--- config.mk ---
export PLATFORM = sky130hd
export DESIGN_NAME = clk_div_prog
export DESIGN_NICKNAME = d
export VERILOG_FILES = /design/src/rtl/clk_div_pkg.sv /design/src/rtl/clk_div_ch.sv /design/src/rtl/clk_div_prog.sv
export SDC_FILE = /design/constraint.sdc
export NUM_CORES = 1
export LEC_CHECK = 0
export BUFFER_PORTS_ARGS = -buffer_cell sky130_fd_sc_hd__buf_2
export CAP_MARGIN = 20
export CORE_UTILIZATION = 35
export CTS_CLUSTER_SIZE = 28
export DETAILED_ROUTE_END_ITERATION = 8
export GPL_TIMING_DRIVEN = 1
export MAX_ROUTING_LAYER = met4
export PLACE_DENSITY = 0.62
export SYNTH_ARGS = -nofsm -noshare
export SYNTH_HDL_FRONTEND = slang
export SYNTH_SLANG_ARGS = --single-unit
--- constraint.sdc ---
create_clock -name pll_clk -period 6.7 [get_ports pll_clk]
set_input_delay 0.335 -clock pll_clk [delete_from_list [all_inputs] [get_ports pll_clk]]
set_output_delay 0.335 -clock pll_clk [all_outputs]
set_load 0.005 [all_outputs]
--- src/rtl/clk_div_pkg.sv ---
// clk_div_pkg: shared constants, enable-FSM states and ratio clamping for the clock divider
package clk_div_pkg;
  localparam int unsigned MIN_RATIO = 2;
  localparam int DEF_DIV_W = 8;
  typedef enum logic [1:0] {IDLE, RUN, STOP} en_state_e;
  function automatic int unsigned clamp_ratio(input int unsigned r);
    return (r < MIN_RATIO) ? MIN_RATIO : r;
  endfunction
endpackage

--- src/rtl/clk_div_ch.sv ---
// clk_div_ch: one divider channel with shadowed ratio, clean start/stop, odd-duty stretch and optional half-cycle phase
module clk_div_ch
  import clk_div_pkg::*;
#(
  parameter int DIV_W     = DEF_DIV_W,
  parameter int DEF_RATIO = 2,
  parameter bit PHASE_NEG = 1'b0,
  parameter bit ODD50     = 1'b1
) (
  input  logic             pll_clk,
  input  logic             Resetn,
  input  logic [DIV_W-1:0] ratio_i,
  input  logic             load_i,
  input  logic             en_i,
  output logic             clk_o,
  output logic             tick_o,
  output logic             ack_o
);
  logic [DIV_W-1:0] cnt_q, cnt_d, act_q, act_d, shadow_q, shadow_d, ld_val;
  logic pend_q, pend_d, raw_q, raw_d, tick_q, tick_d, ack_q, ack_d;
  logic tc, start, swap, run_d, base, str_q;
  en_state_e state_q, state_d;

  always_comb begin
    ld_val   = DIV_W'(clamp_ratio(32'(ratio_i)));
    tc       = state_q != IDLE && cnt_q == act_q - 1'b1;
    start    = state_q == IDLE && en_i;
    swap     = pend_q && (tc || start);
    act_d    = swap ? (load_i ? ld_val : shadow_q) : act_q;
    shadow_d = load_i ? ld_val : shadow_q;
    pend_d   = swap ? 1'b0 : (load_i | pend_q);
    state_d  = en_i ? RUN : ((state_q == IDLE || tc) ? IDLE : STOP);
    run_d    = state_d != IDLE;
    cnt_d    = (!run_d || tc || start) ? '0 : cnt_q + 1'b1;
    raw_d    = run_d && cnt_d < (act_d >> 1);
    tick_d   = run_d && cnt_d == '0;
    ack_d    = swap;
  end

  always_ff @(posedge pll_clk or negedge Resetn) begin
    if (!Resetn) begin
      state_q  <= IDLE;
      cnt_q    <= '0;
      act_q    <= DIV_W'(DEF_RATIO);
      shadow_q <= DIV_W'(DEF_RATIO);
      pend_q   <= 1'b0;
      raw_q    <= 1'b0;
      tick_q   <= 1'b0;
      ack_q    <= 1'b0;
    end else begin
      state_q  <= state_d;
      cnt_q    <= cnt_d;
      act_q    <= act_d;
      shadow_q <= shadow_d;
      pend_q   <= pend_d;
      raw_q    <= raw_d;
      tick_q   <= tick_d;
      ack_q    <= ack_d;
    end
  end

  // the stretch flop always sits on the edge opposite the base output so odd ratios gain exactly T/2
  if (PHASE_NEG) begin : g_neg
    logic base_q;
    always_ff @(negedge pll_clk or negedge Resetn) begin
      if (!Resetn) base_q <= 1'b0;
      else base_q <= raw_q;
    end
    always_ff @(posedge pll_clk or negedge Resetn) begin
      if (!Resetn) str_q <= 1'b0;
      else str_q <= base_q;
    end
    assign base = base_q;
  end else begin : g_pos
    always_ff @(negedge pll_clk or negedge Resetn) begin
      if (!Resetn) str_q <= 1'b0;
      else str_q <= raw_q;
    end
    assign base = raw_q;
  end

  assign clk_o  = base | (ODD50 && act_q[0] && str_q);
  assign tick_o = tick_q;
  assign ack_o  = ack_q;
endmodule

--- src/rtl/clk_div_prog.sv ---
// clk_div_prog: NCH independent programmable clock dividers fed from pll_clk
module clk_div_prog
  import clk_div_pkg::*;
#(
  parameter int             NCH       = 2,
  parameter int             DIV_W     = DEF_DIV_W,
  parameter int             DEF_RATIO = 2,
  parameter logic [NCH-1:0] PHASE_NEG = 2'b10,
  parameter bit             ODD50     = 1'b1
) (
  input  logic                 pll_clk,
  input  logic                 Resetn,
  input  logic [NCH*DIV_W-1:0] div_ratio,
  input  logic [NCH-1:0]       ratio_load,
  input  logic [NCH-1:0]       ch_en,
  output logic [NCH-1:0]       clk_out,
  output logic [NCH-1:0]       tick,
  output logic [NCH-1:0]       update_ack
);
  for (genvar i = 0; i < NCH; i++) begin : g_ch
    clk_div_ch #(
      .DIV_W    (DIV_W),
      .DEF_RATIO(DEF_RATIO),
      .PHASE_NEG(PHASE_NEG[i]),
      .ODD50    (ODD50)
    ) u_ch (
      .pll_clk(pll_clk),
      .Resetn (Resetn),
      .ratio_i(div_ratio[i*DIV_W +: DIV_W]),
      .load_i (ratio_load[i]),
      .en_i   (ch_en[i]),
      .clk_o  (clk_out[i]),
      .tick_o (tick[i]),
      .ack_o  (update_ack[i])
    );
  end
endmodule

==> results of run 1 <==
cells in the mapped netlist (all sizes together), types with 7 or more instances:
library cell and n:
mux2i 13, clkbuf 12, dfrtp 57, nor2 31, o21ai 9, nand3 13
xnor2 18, mux2 26, nand2 12, ha 16, inv 15, buf 11
xor2 14, a21o 7
critical path: cells and delay by family (launching register included):
family          cells  cell delay (ns)
flops               1             0.34
buf+inv             1             0.12
compound gates      1             0.16
cells by family (layout without fill, tap and decap cells):
| family | Yosys count | count (layout) | share of synthesized area, % |
|---|---|---|---|
| XOR/XNOR | 32 | 32 | 7.80 |
| multiplexers | 39 | 39 | 12.0 |
| flip-flops | 63 | 63 | 44.0 |
| adder cells (fa/ha/maj) | 16 | 16 | 5.57 |
| buffers and inverters | 38 | 60 | 6.02 |
| AO/OA/AOI/OAI | 54 | 54 | 12.1 |
| AND/OR/NAND/NOR | 91 | 91 | 12.6 |
per-layer routing:
| metal | track usage, % | wire, microns | vias up |
|---|---|---|---|
| met4 | 7.48 | 170 | 0 |
| li1 | - | - | 1218 |
| met2 | 25.6 | 3540 | 34 |
| met1 | 18.2 | 3240 | 1192 |
| met5 | - | 0 | - |
| met3 | 3.23 | 194 | 15 |
stage by stage:
step                      total power, uW  hold WS [ns]  setup WS, ns
after floorplan                       991        0.0394          2.43
after global placement               1090         0.341          2.34
after detailed placement             1110         0.345          2.25
after CTS                            1510         0.153          2.04
after global routing                 1610         0.161          1.89
final                                1490         0.179          2.07
worst paths after layout:
kind                                          start                        to  slack (ns)  depth (start not counted)
min reg2reg                g_ch[1].u_ch.shadow_q[7]  g_ch[1].u_ch.shadow_q[7]        0.51                          1
max                               g_ch[1].u_ch.base                clk_out[1]        2.07                          2
max reg2reg                   g_ch[0].u_ch.act_q[0]         g_ch[0].u_ch.base        2.22                         17
min in group asynchronous                    Resetn     g_ch[0].u_ch.act_q[0]        0.51                          2
max in group asynchronous                    Resetn         g_ch[1].u_ch.base        2.56                          2
min                                        ch_en[0]   g_ch[0].u_ch.state_q[0]        0.18                          1
layout by cell type, fill, tap and decap left out, drive strengths merged, types with 6 or more instances in the layout:
master,n
nor4,6
nand2,12
mux2,26
buf,28
inv,15
xor2,14
ha,16
o21ai,9
nor3,6
xnor2,18
dfrtp,57
nor2,31
clkbuf,12
a21o,7
nand2b,6
nand3,13
mux2i,13
registers in the layout (all words and copies together) (netlist names):
register	cells
g_ch.u_ch.act_q	16
g_ch.u_ch.cnt_q	16
g_ch.u_ch.shadow_q	16
g_ch.u_ch.state_q	4
g_ch.u_ch.ack_o	2
g_ch.u_ch.base	2
g_ch.u_ch.pend_q	2
g_ch.u_ch.str_q	2
g_ch.u_ch.tick_o	2
g_ch.u_ch.raw_q	1
area by class of cell:
| class | count | share of cell area [%] |
|---|---|---|
| sequential | 63 | 39.7 |
| timing repair buffer | 29 | 3.83 |
| multi-input combinational | 232 | 45.1 |
| clock buffer | 12 | 3.39 |
| tap | 133 | 4.18 |
| inverter | 15 | 1.41 |
| clock inverter | 4 | 2.39 |
power breakdown:
part           leakage, uW  switching, uW  internal [uW]
sequential        0.000762            127            476
combinational     0.000852            250            248
clock             0.000115            145            247
total              0.00173            521            970
==> key figures, run 1 <==
Floorplanning
  – Starting Density: 36.4%
  – Die span in x: 103 microns
  – Die ar.: 0.0107 sq mm
  – Die Height: 103 microns
  – Core ar.: 0.00986 sq mm
  – Std-Cell Rows: 36
  – Io pins: 28

Final layout
  – Non-Filler Instances: 488
  – Fin util: 40.4%
  – Share of cells above drive strength 1: 22.0%
  – NumNets Final: 388
  – Register Area: 0.00158 sq mm
  – Multi-input logic area: 0.00180 sq mm
  – Area Growth Syn to Fin: 10.8%
  – Number of antenna diodes: 0
  – Final Cell Area: 0.00398 sq mm
  – Fillers: 951

Synth
  – Synth top area share: 39.7%
  – Synth unique cells: 59
  – Synthesized instance count: 333
  – Ranking of synthesized cells by area: dfrtp_1 40%, mux2_2 7.5%, ha_1 5.6%
  – Synth warnings: 0
  – Post-synth ARST share: 100%
  – Yosys top cell by area: dfrtp_1
  – EDFF count, synth: 0
  – Synthesized cell area: 0.00359 sq mm
  – Syn_nets: 371
  – Synthesized flop and latch total: 63
  – Post-synthesis sequential area ratio: 44.0%
  – Synthesized area per cell: 10.8 sq um
  – Ys flop type: dfrtp_1

STA
  – RSZ-0062 raised after global routing: no
  – Worst slew pin tran: 0.888 ns
  – Finish-stage setup viols: 0
  – Pins Over Slew Limit: 0
  – Relative slew slack: 40.4%
  – Final Skew: 0.0101 ns
  – Final Hold Viols: 0
  – Setup_tns: 0 ns

Clock tree
  – Post-CTS setup repair buffer count: 0
  – CTS sink cnt: 63
  – CTS max path bufs: 2
  – Num CTS Buffers: 9
  – Hold buffer count at cts: 1
  – Clk Tree Root Cell: clkbuf_8
  – CTS-repair resized insts: 0
  – CTS tree: yes
  – # H-tree levels: 3
  – Clock slew at reported path FFs: 0.07 ns
  – Skew-Pair Late Insertion Delay: 0.34 ns

Routing
  – Wire length per cell: 14.6 microns
  – Initial DRC Count: 73
  – Drt drc: 0
  – Routed WL: 7.14 mm
  – First drt pass iteration count: 4
  – Antenna viol nets, final: 0
  – Routed vias: 2459
  – Via density: 5.04

Setup path
  – CP cell instances: a21o_1, buf_2
  – Worst path arrival time: 4.29 ns
  – CP peak stage delay: 0.34 ns
  – Critical path launch point type: register
  – Slowest stage cell, crit path: dfrtn_1
  – Critical-path maximum fanout: 2
  – Critical path type: reg2out
  – Crit. End Element: primary output
  – Critical Path RT: 6.36 ns

Hold path
  – HP Class: in2reg

Placement
  – GPL Wtd Cong: 0.826
  – Post-DP HPWL: 5.22 mm
  – Port bufs: 27
  – Placed inst area: 0.00374 sq mm
  – Placed insts: 471

Global routing
  – Initial antenna violation count: 0
  – Total track usage: 15.6%
  – First-pass GRT wire length: 12.1 mm
  – GRT overflow: 0
  – Vias in the first global route: 2482
  – Largest net degree at the start of global routing: 41

Power
  – Max VDD drop: 0.000135 V
  – Leakage: 0.00173 uW
  – Pwr Density: 374 mW/mm^2

Outcome
  – Status: complete, no violations

Job
  – MaxCap Viol Count: 0
(Power assumes the default switching activity.)
==> inputs of run 2 (changes only) <==
==> constraint.sdc (replaced) <==
create_clock -name pll_clk -period 4.47 [get_ports pll_clk]
set_input_delay 0.2235 -clock pll_clk [delete_from_list [all_inputs] [get_ports pll_clk]]
set_output_delay 0.2235 -clock pll_clk [all_outputs]
set_load 0.005 [all_outputs]
==> key figures, run 2 (synthesis results as in run 1) <==
Outcome
  – Status: complete, no violations (unchanged)

Hold path
  – Worst Hold Depth: 1 (unchanged)
  – HP Class: in2reg (unchanged)
  – Worst Hold Path EP: g_ch[0].u_ch.state_q[0] (unchanged)
  – Hold Startpoint: ch_en[0] (unchanged)

Setup path
  – CP cell instances: inv_1, ha_1, or3b_1, nor4_1, o2111ai_1, a311o_2, o21ai_2, and2_1, mux2i_1, ha_1, o21ai_0, nand2b_1, a21oi_1, nor2_1, o21a_1, a221oi_1 (was a21o_1, buf_2)
  – Critical Path RT: 4.68 ns (was 6.36 ns)
  – Critical-path maximum fanout: 10 (was 2)
  – R2R cell count: 16 (was 17)
  – Crit. End Element: register (was primary output)
  – Critical R2R Launch: g_ch[1].u_ch.act_q[0] (was g_ch[0].u_ch.act_q[0])
  – R2R setup slack: 0.42 ns (was 2.22 ns)
  – Cell family with most CP delay: compound AO/OA/AOI/OAI gates (was flip-flops)
  – Critical path type: reg2reg (was reg2out)
  – Critical path launch point type: register (unchanged)
  – CP peak stage delay: 0.45 ns (was 0.34 ns)
  – WP buf/inv: 1 (unchanged)
  – Worst path arrival time: 4.26 ns (was 4.29 ns)
  – Critical path's most frequent cell: ha_1
  – Reg-to-Reg End: g_ch[1].u_ch.raw_q (was g_ch[0].u_ch.base)
  – Slowest stage cell, crit path: dfrtp_1 (was dfrtn_1)

Clock tree
  – Skew-Pair Late Insertion Delay: 0.34 ns (about the same)
  – CTS tree: yes (unchanged)
  – CTS-repair resized insts: 0 (unchanged)
  – Clk Tree Root Cell: clkbuf_8 (unchanged)
  – CTS max path bufs: 2 (unchanged)
  – CTS sink cnt: 63 (unchanged)
  – # H-tree levels: 3 (unchanged)
  – Num CTS Buffers: 9 (unchanged)
  – Clock slew at reported path FFs: 0.07 ns (about the same)

STA
  – Final Skew: 0.0132 ns (was 0.0101 ns)
  – Final cycle utilization of the critical path: 90.5%
  – Setup_tns: 0 ns (unchanged)
  – Finish-stage setup viols: 0 (unchanged)
  – Worst slew pin tran: 0.624 ns (was 0.888 ns)
  – Pins Over Slew Limit: 0 (unchanged)
  – Maximum clock frequency: 247 MHz
  – Final Hold Viols: 0 (unchanged)
  – Final min period: 4.05 ns
  – Relative slew slack: 58.0% (was 40.4%)
  – RSZ-0062 raised after global routing: no (unchanged)

Final layout
  – Commonest non-fill, non-tap cell in the layout: dfrtp_1 (unchanged)
  – NumNets Final: 392 (was 388)
  – Fin util: 40.5% (was 40.4%)
  – Share of cells above drive strength 1: 23.7% (was 22.0%)
  – Final Cell Area: 0.00400 sq mm (was 0.00398 sq mm)
  – Area Growth Syn to Fin: 11.1% (was 10.8%)
  – Non-Filler Instances: 492 (was 488)
  – Number of antenna diodes: 0 (unchanged)
  – Most frequent cells in the layout: 57 x dfrtp_1, 31 x nor2_1, 27 x buf_2, 24 x mux2_2, 18 x xnor2_1 (unchanged)
  – Fillers: 947 (was 951)
  – Top flop regs: g_ch.u_ch.act_q: 16 flops, g_ch.u_ch.cnt_q: 16 flops, g_ch.u_ch.shadow_q: 16 flops (unchanged)

Routing
  – Via density: 5.18 (was 5.04)
  – Wire length per cell: 15.0 microns (was 14.6 microns)
  – Routed vias: 2551 (was 2459)
  – Routed WL: 7.37 mm (was 7.14 mm)
  – Antenna viol nets, final: 0 (unchanged)
  – Drt drc: 0 (unchanged)
  – Initial DRC Count: 85 (was 73)
  – First drt pass iteration count: 4 (unchanged)

Placement
  – Placed insts: 475 (was 471)
  – Port bufs: 27 (unchanged)
  – Post-DP HPWL: 5.47 mm (was 5.22 mm)
  – GPL Wtd Cong: 0.856 (was 0.826)
  – Placed inst area: 0.00377 sq mm (was 0.00374 sq mm)

Global routing
  – Largest net degree at the start of global routing: 41 (unchanged)
  – Vias in the first global route: 2528 (was 2482)
  – First-pass GRT wire length: 12.4 mm (was 12.1 mm)
  – GRT overflow: 0 (unchanged)
  – Initial antenna violation count: 0 (unchanged)
  – Total track usage: 15.9% (was 15.6%)

Power
  – Leakage: 0.00174 uW (was 0.00173 uW)
  – Max VDD drop: 0.000254 V (was 0.000135 V)
  – Pwr Density: 547 mW/mm^2 (was 374 mW/mm^2)

Floorplanning
  – Die span in x: 103 microns (unchanged)
  – Std-Cell Rows: 36 (unchanged)
  – Die Height: 103 microns (unchanged)
  – Starting Density: 36.4% (unchanged)
  – Die ar.: 0.0107 sq mm (unchanged)
  – Io pins: 28 (unchanged)
  – Core ar.: 0.00986 sq mm (unchanged)

Job
  – MaxCap Viol Count: 0 (unchanged)
run 2: cell types whose count changed in the layout (fill, tap and decap cells not counted):
cell	before	now
clkinvlp_4	0	1
clkinv_2	1	4
buf_4	1	5
clkbuf_1	3	0
bufinv_16	3	2
run 2: cell type report:
cell class / count / area, sq um / area share, %
multi-input combinational: 232 / 1800 / 45.0
sequential: 63 / 1580 / 39.6
timing repair buffer: 33 / 183 / 4.57
tap: 133 / 166 / 4.17
clock buffer: 9 / 124 / 3.10
clock inverter: 7 / 87.6 / 2.19
inverter: 15 / 56.3 / 1.41
run 2: timing repair:
item / in CTS / in global routing
hold buffers: 1 / 0
setup endpoints to repair: 0 / 0
endpoints found under the hold margin: 20 / 0
buffers inserted: 0 / 0
run 2: power breakdown:
group / switching (uW) / internal, uW / total (uW) / leakage [uW]
sequential: 192 / 713 / 905 / 0.000762
combinational: 378 / 376 / 753 / 0.000873
clock: 217 / 310 / 527 / 0.000109
run 2: how the worst max path moves through the flow:
stage	start	end	slack [ns]	depth (start not counted)
after floorplan	g_ch[0].u_ch.act_q[0]	g_ch[0].u_ch.base	0.80	19
after CTS	g_ch[1].u_ch.act_q[0]	g_ch[1].u_ch.raw_q	0.44	16
after detailed placement	g_ch[1].u_ch.act_q[0]	g_ch[1].u_ch.raw_q	0.48	14
after global routing	g_ch[1].u_ch.act_q[0]	g_ch[1].u_ch.raw_q	0.05	16
final	g_ch[1].u_ch.act_q[0]	g_ch[1].u_ch.raw_q	0.42	16
after global placement	g_ch[1].u_ch.act_q[0]	g_ch[1].u_ch.raw_q	0.53	14
run 2: metrics by stage:
stage	hold WS [ns]	power, uW	setup WS [ns]
after global placement	0.242	1640	0.531
after floorplan	-0.0721	1490	0.804
after global routing	0.0376	2350	0.0529
after CTS	0.0406	2200	0.437
after detailed placement	0.238	1670	0.477
final	0.0586	2190	0.423
run 2: metal layers:
metal | share of wire, % | wire length (microns) | vias to the layer above | global-route usage (%)
met5 | 0 | 0 | - | -
met3 | 3.3 | 246 | 6 | 4.50
li1 | - | - | 1232 | -
met1 | 44 | 3210 | 1265 | 18.6
met4 | 0.98 | 72 | 0 | 3.90
met2 | 52 | 3840 | 48 | 27.0
